===== src/rtl/conv_encoder_k3_framed.sv =====
// Rate-1/2, K=3 framed convolutional encoder: FRAME_LEN data symbols plus two
// zero-tail symbols per frame, so the 4-state trellis always ends in state 0.
module conv_encoder_k3_framed #(
  parameter int         FRAME_LEN = 16,
  parameter logic [2:0] G0        = 3'b111,
  parameter logic [2:0] G1        = 3'b101
) (
  input  logic       clk,
  input  logic       rst,
  input  logic       start,
  input  logic       in_valid,
  output logic       in_ready,
  input  logic       in_bit,
  output logic       out_valid,
  input  logic       out_ready,
  output logic [1:0] out_sym,
  output logic       out_last,
  output logic       busy,
  output logic       frame_done
);

  localparam int CNT_W = $clog2(FRAME_LEN + 1);

  typedef enum logic [1:0] {IDLE, DATA, TAIL, DRAIN} state_t;

  state_t           state, state_nx;
  logic [1:0]       sr;
  logic [CNT_W-1:0] cnt;
  logic             tail_step;
  logic             can_load;
  logic             in_fire;
  logic             tail_fire;
  logic             enc_bit;
  logic             sym_acc;

  // Tap vector is {current, previous, two-back}; MSB of each generator taps the current bit.
  function automatic logic [1:0] encode(input logic b, input logic [1:0] s);
    logic [2:0] v;
    v = {b, s[0], s[1]};
    return {^(v & G0), ^(v & G1)};
  endfunction

  assign can_load  = !out_valid || out_ready;
  assign sym_acc   = out_valid && out_ready;
  assign in_fire   = (state == DATA) && in_valid && can_load;
  assign tail_fire = (state == TAIL) && can_load;
  assign enc_bit   = (state == DATA) ? in_bit : 1'b0;
  assign busy      = (state != IDLE);

  always_ff @(posedge clk) begin
    if (rst) state <= IDLE;
    else     state <= state_nx;
  end

  always_comb begin
    state_nx = state;
    in_ready = 1'b0;
    case (state)
      IDLE:  if (start) state_nx = DATA;
      DATA: begin
        in_ready = can_load;
        if (in_fire && (cnt == CNT_W'(FRAME_LEN - 1))) state_nx = TAIL;
      end
      TAIL:  if (tail_fire && tail_step) state_nx = DRAIN;
      DRAIN: if (sym_acc) state_nx = IDLE;
      default: state_nx = IDLE;
    endcase
  end

  always_ff @(posedge clk) begin
    if (rst) begin
      sr         <= 2'b00;
      cnt        <= '0;
      tail_step  <= 1'b0;
      out_valid  <= 1'b0;
      out_sym    <= 2'b00;
      out_last   <= 1'b0;
      frame_done <= 1'b0;
    end else begin
      frame_done <= 1'b0;
      if ((state == IDLE) && start) begin
        sr        <= 2'b00;
        cnt       <= '0;
        tail_step <= 1'b0;
      end
      // Single output stage: reload whenever empty or being drained this cycle.
      if (in_fire || tail_fire) begin
        out_sym   <= encode(enc_bit, sr);
        out_valid <= 1'b1;
        out_last  <= tail_fire && tail_step;
        sr        <= {sr[0], enc_bit};
      end else if (sym_acc) begin
        out_valid <= 1'b0;
        out_last  <= 1'b0;
      end
      if (in_fire)   cnt       <= cnt + 1'b1;
      if (tail_fire) tail_step <= 1'b1;
      if ((state == DRAIN) && sym_acc) frame_done <= 1'b1;
    end
  end

endmodule


===== config.mk =====
export PLATFORM = sky130hd
export DESIGN_NAME = conv_encoder_k3_framed
export DESIGN_NICKNAME = d
export VERILOG_FILES = /design/src/rtl/conv_encoder_k3_framed.sv
export SDC_FILE = /design/constraint.sdc
export NUM_CORES = 1
export LEC_CHECK = 0
export BUFFER_PORTS_ARGS = -buffer_cell sky130_fd_sc_hd__buf_4
export CELL_PAD_IN_SITES_DETAIL_PLACEMENT = 1
export CELL_PAD_IN_SITES_GLOBAL_PLACEMENT = 1
export CORE_UTILIZATION = 31
export CTS_CLUSTER_SIZE = 24
export DETAILED_ROUTE_END_ITERATION = 12
export PLACE_DENSITY_LB_ADDON = 0.1
export REMOVE_ABC_BUFFERS = 1
export SYNTH_ARGS = -nofsm -noshare
export SYNTH_HDL_FRONTEND = slang
export SYNTH_SLANG_ARGS = --single-unit

===== constraint.sdc =====
create_clock -name clk -period 2.65 [get_ports clk]
set_input_delay 0 -clock clk [delete_from_list [all_inputs] [get_ports clk]]
set_output_delay 0 -clock clk [all_outputs]
set_load 0.05 [all_outputs]

# After elaboration in Yosys (flattened, before gate mapping)

Cells that the tools add are included.

Register bits: 15
Input bits: 6
Word-level logic and storage cells: 54
Output and inout port bits: 7

Add/sub/neg operators: 1
Mux-type cells: 17
Reductions and logical operators: 20
Eq/ne operators: 8

Operators by type and width:

| operator                                      | number |
|---|---|
| two-way mux 2 bit                             | 6 |
| two-way mux 5 bit                             | 2 |
| nonzero test 2 bit                            | 5 |
| logical AND 1 bit                             | 8 |
| two-way mux 1 bit                             | 8 |
| case mux 2 bit (4 select lines)               | 1 |
| parity 3 bit                                  | 2 |
| adder 5 x 1 -> 5 bit, second input constant   | 1 |
| == test 5 x 4 -> 1 bit, second input constant | 1 |
| == test 2 bit, second input constant          | 2 |
| != test 2 x 1 -> 1 bit, second input constant | 2 |
| != test 2 bit, second input constant          | 2 |
| AND reduction 4 bit                           | 1 |
| == test 2 x 1 -> 1 bit, second input constant | 1 |
| zero test 2 bit                               | 1 |
| logical OR 1 bit                              | 2 |
| zero test 1 bit                               | 1 |

# Logic depth before layout (Yosys ltp)

Word-level depth: 6
Mapped depth: 7
Depth with buffers taken out: 7

# Worst setup path after synthesis

Ideal clock, no wire load.

Kind: register -> register
Start point: register state[0]
End point: register state[0]
Cell stages (with the launch flop): 7
Buffers on the path: 0
Setup time: 0.079 ns
Required time: 2.571 ns
Period minus slack after synthesis: 1.605 ns
Arrival: 1.526 ns
Slack: 1.045 ns
Cell sequence: dfxtp_1 inv_1 ha_1 inv_1 a2bb2oi_1 nand3_1 a211oi_2

Word-level cells in the longest chain between the ends: 6
Elaborated cells between the ends (all ways): 15
Those cells by class: 7 x eq/ne; 1 x mux; 7 x reduce/logical

RTL lines:

| item                                    | line   | RTL |
|---|---|---|
| start: declaration                      | 26     | `state_t state, state_nx;` |
| start signal: assignment                | 52     | `else state <= state_nx;` |
| == test 2 x 1 -> 1 bit                  | 45, 58 |  |
| logical AND 1 bit (2 in series)         | 45     | `assign in_fire = (state == DATA) && in_valid && can_load;` |
| logical AND 1 bit                       | 62     | `if (in_fire && (cnt == CNT_W'(FRAME_LEN - 1))) state_nx = TAIL;` |
| != test 2 x 1 -> 1 bit (no source line) | n/a    |  |
| AND reduction 4 bit (no source line)    | n/a    |  |

Several ways; a longest one is shown, not always the timed one.
A chain may end at the register's enable or synchronous reset.

# Worst setup path after layout

Start point: register cnt[0]
End point: register state[0]

Word-level cells in the longest chain between the ends: 4

RTL lines:

| item                                    | line | RTL |
|---|---|---|
| start: declaration                      | 28   | `logic [CNT_W-1:0] cnt;` |
| start signal: assignment                | 96   | `if (in_fire) cnt <= cnt + 1'b1;` |
| == test 5 x 4 -> 1 bit                  | 62   |  |
| logical AND 1 bit                       | 62   |  |
| != test 2 x 1 -> 1 bit (no source line) | n/a  |  |
| AND reduction 4 bit (no source line)    | n/a  |  |

Every way passes these cells.

==> metrics <==
run status complete, no violations; TritonCTS clock tree yes; WL/cell 12.54 um; DR vias/cell 4.915; num ports 13; number of global-route vias before repair 666; share of cells above drive strength 1 23.53%; cell chosen for the clock root clkbuf_4; cell family with most CP delay flip-flops; fmax 0.6471 GHz; Final min period 1.545 ns; core footprint 0.002297 mm^2; Most common cell on crit path ha_1; Peak VDD IR 0.0004450 V; final max-slew violation count 0; clock-pin slew on the worst setup and hold paths 0.10 ns; routed wire length 1.630 mm; Total Routing Usage GR 14.42%; Critical Path End Type flop; H-tree depth 1; global route total overflow 0; final setup violation count 0; CP max-delay cell dfxtp_1; min-delay src rst; Distinct cells, synth 32; Max transition margin 81.54%; worst-margin pin slew 0.2764 ns; initial antenna violation count 0; clk_lat worst skew 0.28 ns; pin count of the biggest net entering global routing 18; IO Port Bufs 12; Max clock buf depth 2; GRT met2 Usage 24.68%; CP max FO 4; Hold Crit Depth 2; sequential share of the synthesized area 38.22%; kind of critical path flop to flop; Remaining DRCs 0; global route hottest layer met2; warnings from Yosys 0; post-route ant nets 0; Inst Count DP 125; CP bufs+invs 0; syn_area_per_cell 8.929 um^2; R2R Setup Slk 1.10 ns; DRT Pass-1 Iters 3; Tcrit/Tclk final 58.32%; # fillers 289; Hold WS 0.006635 ns; antenna cell count 0; first-pass GRT wire length 2.911 mm; HPWL Detailed 1.241 mm; post-route setup TNS 0 ns; #FFs+latches synth 15; Async S/R FF share, synth 0%; die area 0.002740 mm^2; Die Wd 52.35 um; Leakage 0.3723 nW; RSZ-0062 raised after global routing false; met1 usage 17.04%; max incr delay on CP 0.39 ns; CP cell instances ha_1 > and3_1 > ha_1 > nand2_1 > o21ai_2 > nand3_1 > a211oi_2; Non-Filler Instances 130; CP Launch Type flop; Syn Std Cell Area 785.8 um^2; height of the chip 52.35 um; Syn Inst Count 88; 1st-iter DRT viols 5; reg-to-reg startpoint cnt[0]; Max Cap Violations 0; Final Hold Viols 0; clock tree sinks 15; via count 639; GP Congestion 0.6946; CP required 2.86 ns; Clock Skew 0.008528 ns; CP arrival 1.75 ns; Area growth syn-to-layout 18.31%; Hold Crit Class input pin to flop; Top FF cell, synth dfxtp_1; Power Dens Cells 1018 mW/mm^2; hold endpoint cnt[3]; fin util 40.47%; Row Count 17; routing usage on met3 5.507%; worst-case reg-to-reg path depth 7; reg2reg end state[0]; number of synthesized flops with an enable pin 0; CTS Buf Count 3; Power, Total 0.9461 mW; Initial Util 34.20%; Nets 115
worst max-delay path by stage:
stage,start,to,cells after the start
2_1_floorplan,state[0],state[0],6
3_3_place_gp,cnt[0],state[0],7
3_5_place_dp,cnt[0],state[0],7
4_1_cts,cnt[0],state[0],7
5_1_grt,cnt[0],state[0],7
6_report,cnt[0],state[0],7
layout make-up:
| cell class | instances | area [um^2] | share of cell area (%) |
|---|---|---|---|
| timing repair buffer | 13 | 100.1 | 10.77 |
| clock inverter | 1 | 5.005 | 0.5384 |
| sequential | 15 | 300.3 | 32.30 |
| clock buffer | 3 | 22.52 | 2.423 |
| multi-input combinational | 65 | 447.9 | 48.18 |
| tap | 28 | 35.03 | 3.769 |
| inverter | 5 | 18.77 | 2.019 |
where the power goes:
| group | internal [mW] | switching [mW] | total (mW) |
|---|---|---|---|
| combinational | 0.178 | 0.335 | 0.513 |
| clock | 0.0560 | 0.0786 | 0.135 |
| sequential | 0.267 | 0.0321 | 0.299 |
| total | 0.500 | 0.446 | 0.946 |
worst register-to-register path: cells and delay by family, from the launching register on:
kind	cells	cell delay (ns)
DFF	1	0.39
and+or+nand+nor	3	0.36
AOI/OAI and AO/OA	2	0.36
adders and majority gates	2	0.35
state kept, by name, summed over array words and instances (netlist names):
register	count
cnt	5
sr	2
tail_step	1
out_last	1
frame_done	1
state	2
out_valid	1
out_sym	2
metrics by stage:
step | cell area, um^2 | setup WS [ns]
floorplan | 767.0 | 1.045
detailed placement | 892.1 | 1.130
global placement | 892.1 | 1.138
finish | 929.6 | 1.105
global route | 929.6 | 0.9719
CTS | 919.6 | 1.094
cells by family after synthesis:
family | after synthesis | synth area share (%)
AO/OA/AOI/OAI | 20 | 18.95
XOR/XNOR | 2 | 2.230
adder cells (fa/ha/maj) | 6 | 9.554
buffers and inverters | 8 | 4.778
flip-flops | 15 | 38.22
multiplexers | 1 | 1.274
AND/OR/NAND/NOR | 36 | 25.00
cell usage after synthesis, types with 2 or more instances:
| cell | number | area share [%] |
|---|---|---|
| a211oi_2 | 2 | 3.2 |
| a21oi_1 | 9 | 5.7 |
| clkbuf_1 | 2 | 0.96 |
| dfxtp_1 | 15 | 38 |
| ha_1 | 6 | 9.6 |
| inv_1 | 5 | 2.4 |
| nand2_1 | 6 | 2.9 |
| nand2b_1 | 2 | 1.6 |
| nand3_1 | 6 | 3.8 |
| nand3b_1 | 2 | 1.9 |
| nor2_1 | 7 | 3.3 |
| nor3_1 | 4 | 2.5 |
| o21ai_1 | 2 | 1.3 |
| xor2_1 | 2 | 2.2 |
metal layers:
layer  share of wire [%]  wire length (um)
met5                   0                 0
met4                0.86                14
met3                 4.8                78
met2                  44               722
met1                  50               814
cell usage in the layout, fill, tap and decap left out:
cell type      Yosys  routed
and3_1             1       1
or2b_1             1       1
and2_1             1       1
nor3b_1            1       1
nor2_2             1       1
o21ai_1            2       2
a211oi_2           2       2
ha_1               6       6
nand2_1            6       6
dlygate4sd3_1      0       1
nor2b_4            1       1
a2bb2oi_1          1       1
nand3b_1           2       2
nand2_2            1       1
and4b_1            1       1
or2_1              1       1
xor2_1             2       2
nand2b_1           2       2
inv_1              5       5
mux2i_1            1       1
o21a_4             1       1
o21ai_2            1       1
o31ai_2            1       1
dfxtp_1           15      15
a32oi_1            1       1
nor2_1             7       7
buf_4              0      12
a211oi_1           1       1
a22oi_1            1       1
nand3_1            6       6
clkinv_2           0       1
a21oi_1            9       9
nor3_1             4       4
clkbuf_4           0       3
what timing repair did:
item | CTS | global route
hold buffers | 0 | 1
gates resized for setup | 0 | 0
setup buffers | 0 | 0
hold endpoints to repair | 0 | 1
Note: power is estimated with default switching activity, not from simulation.
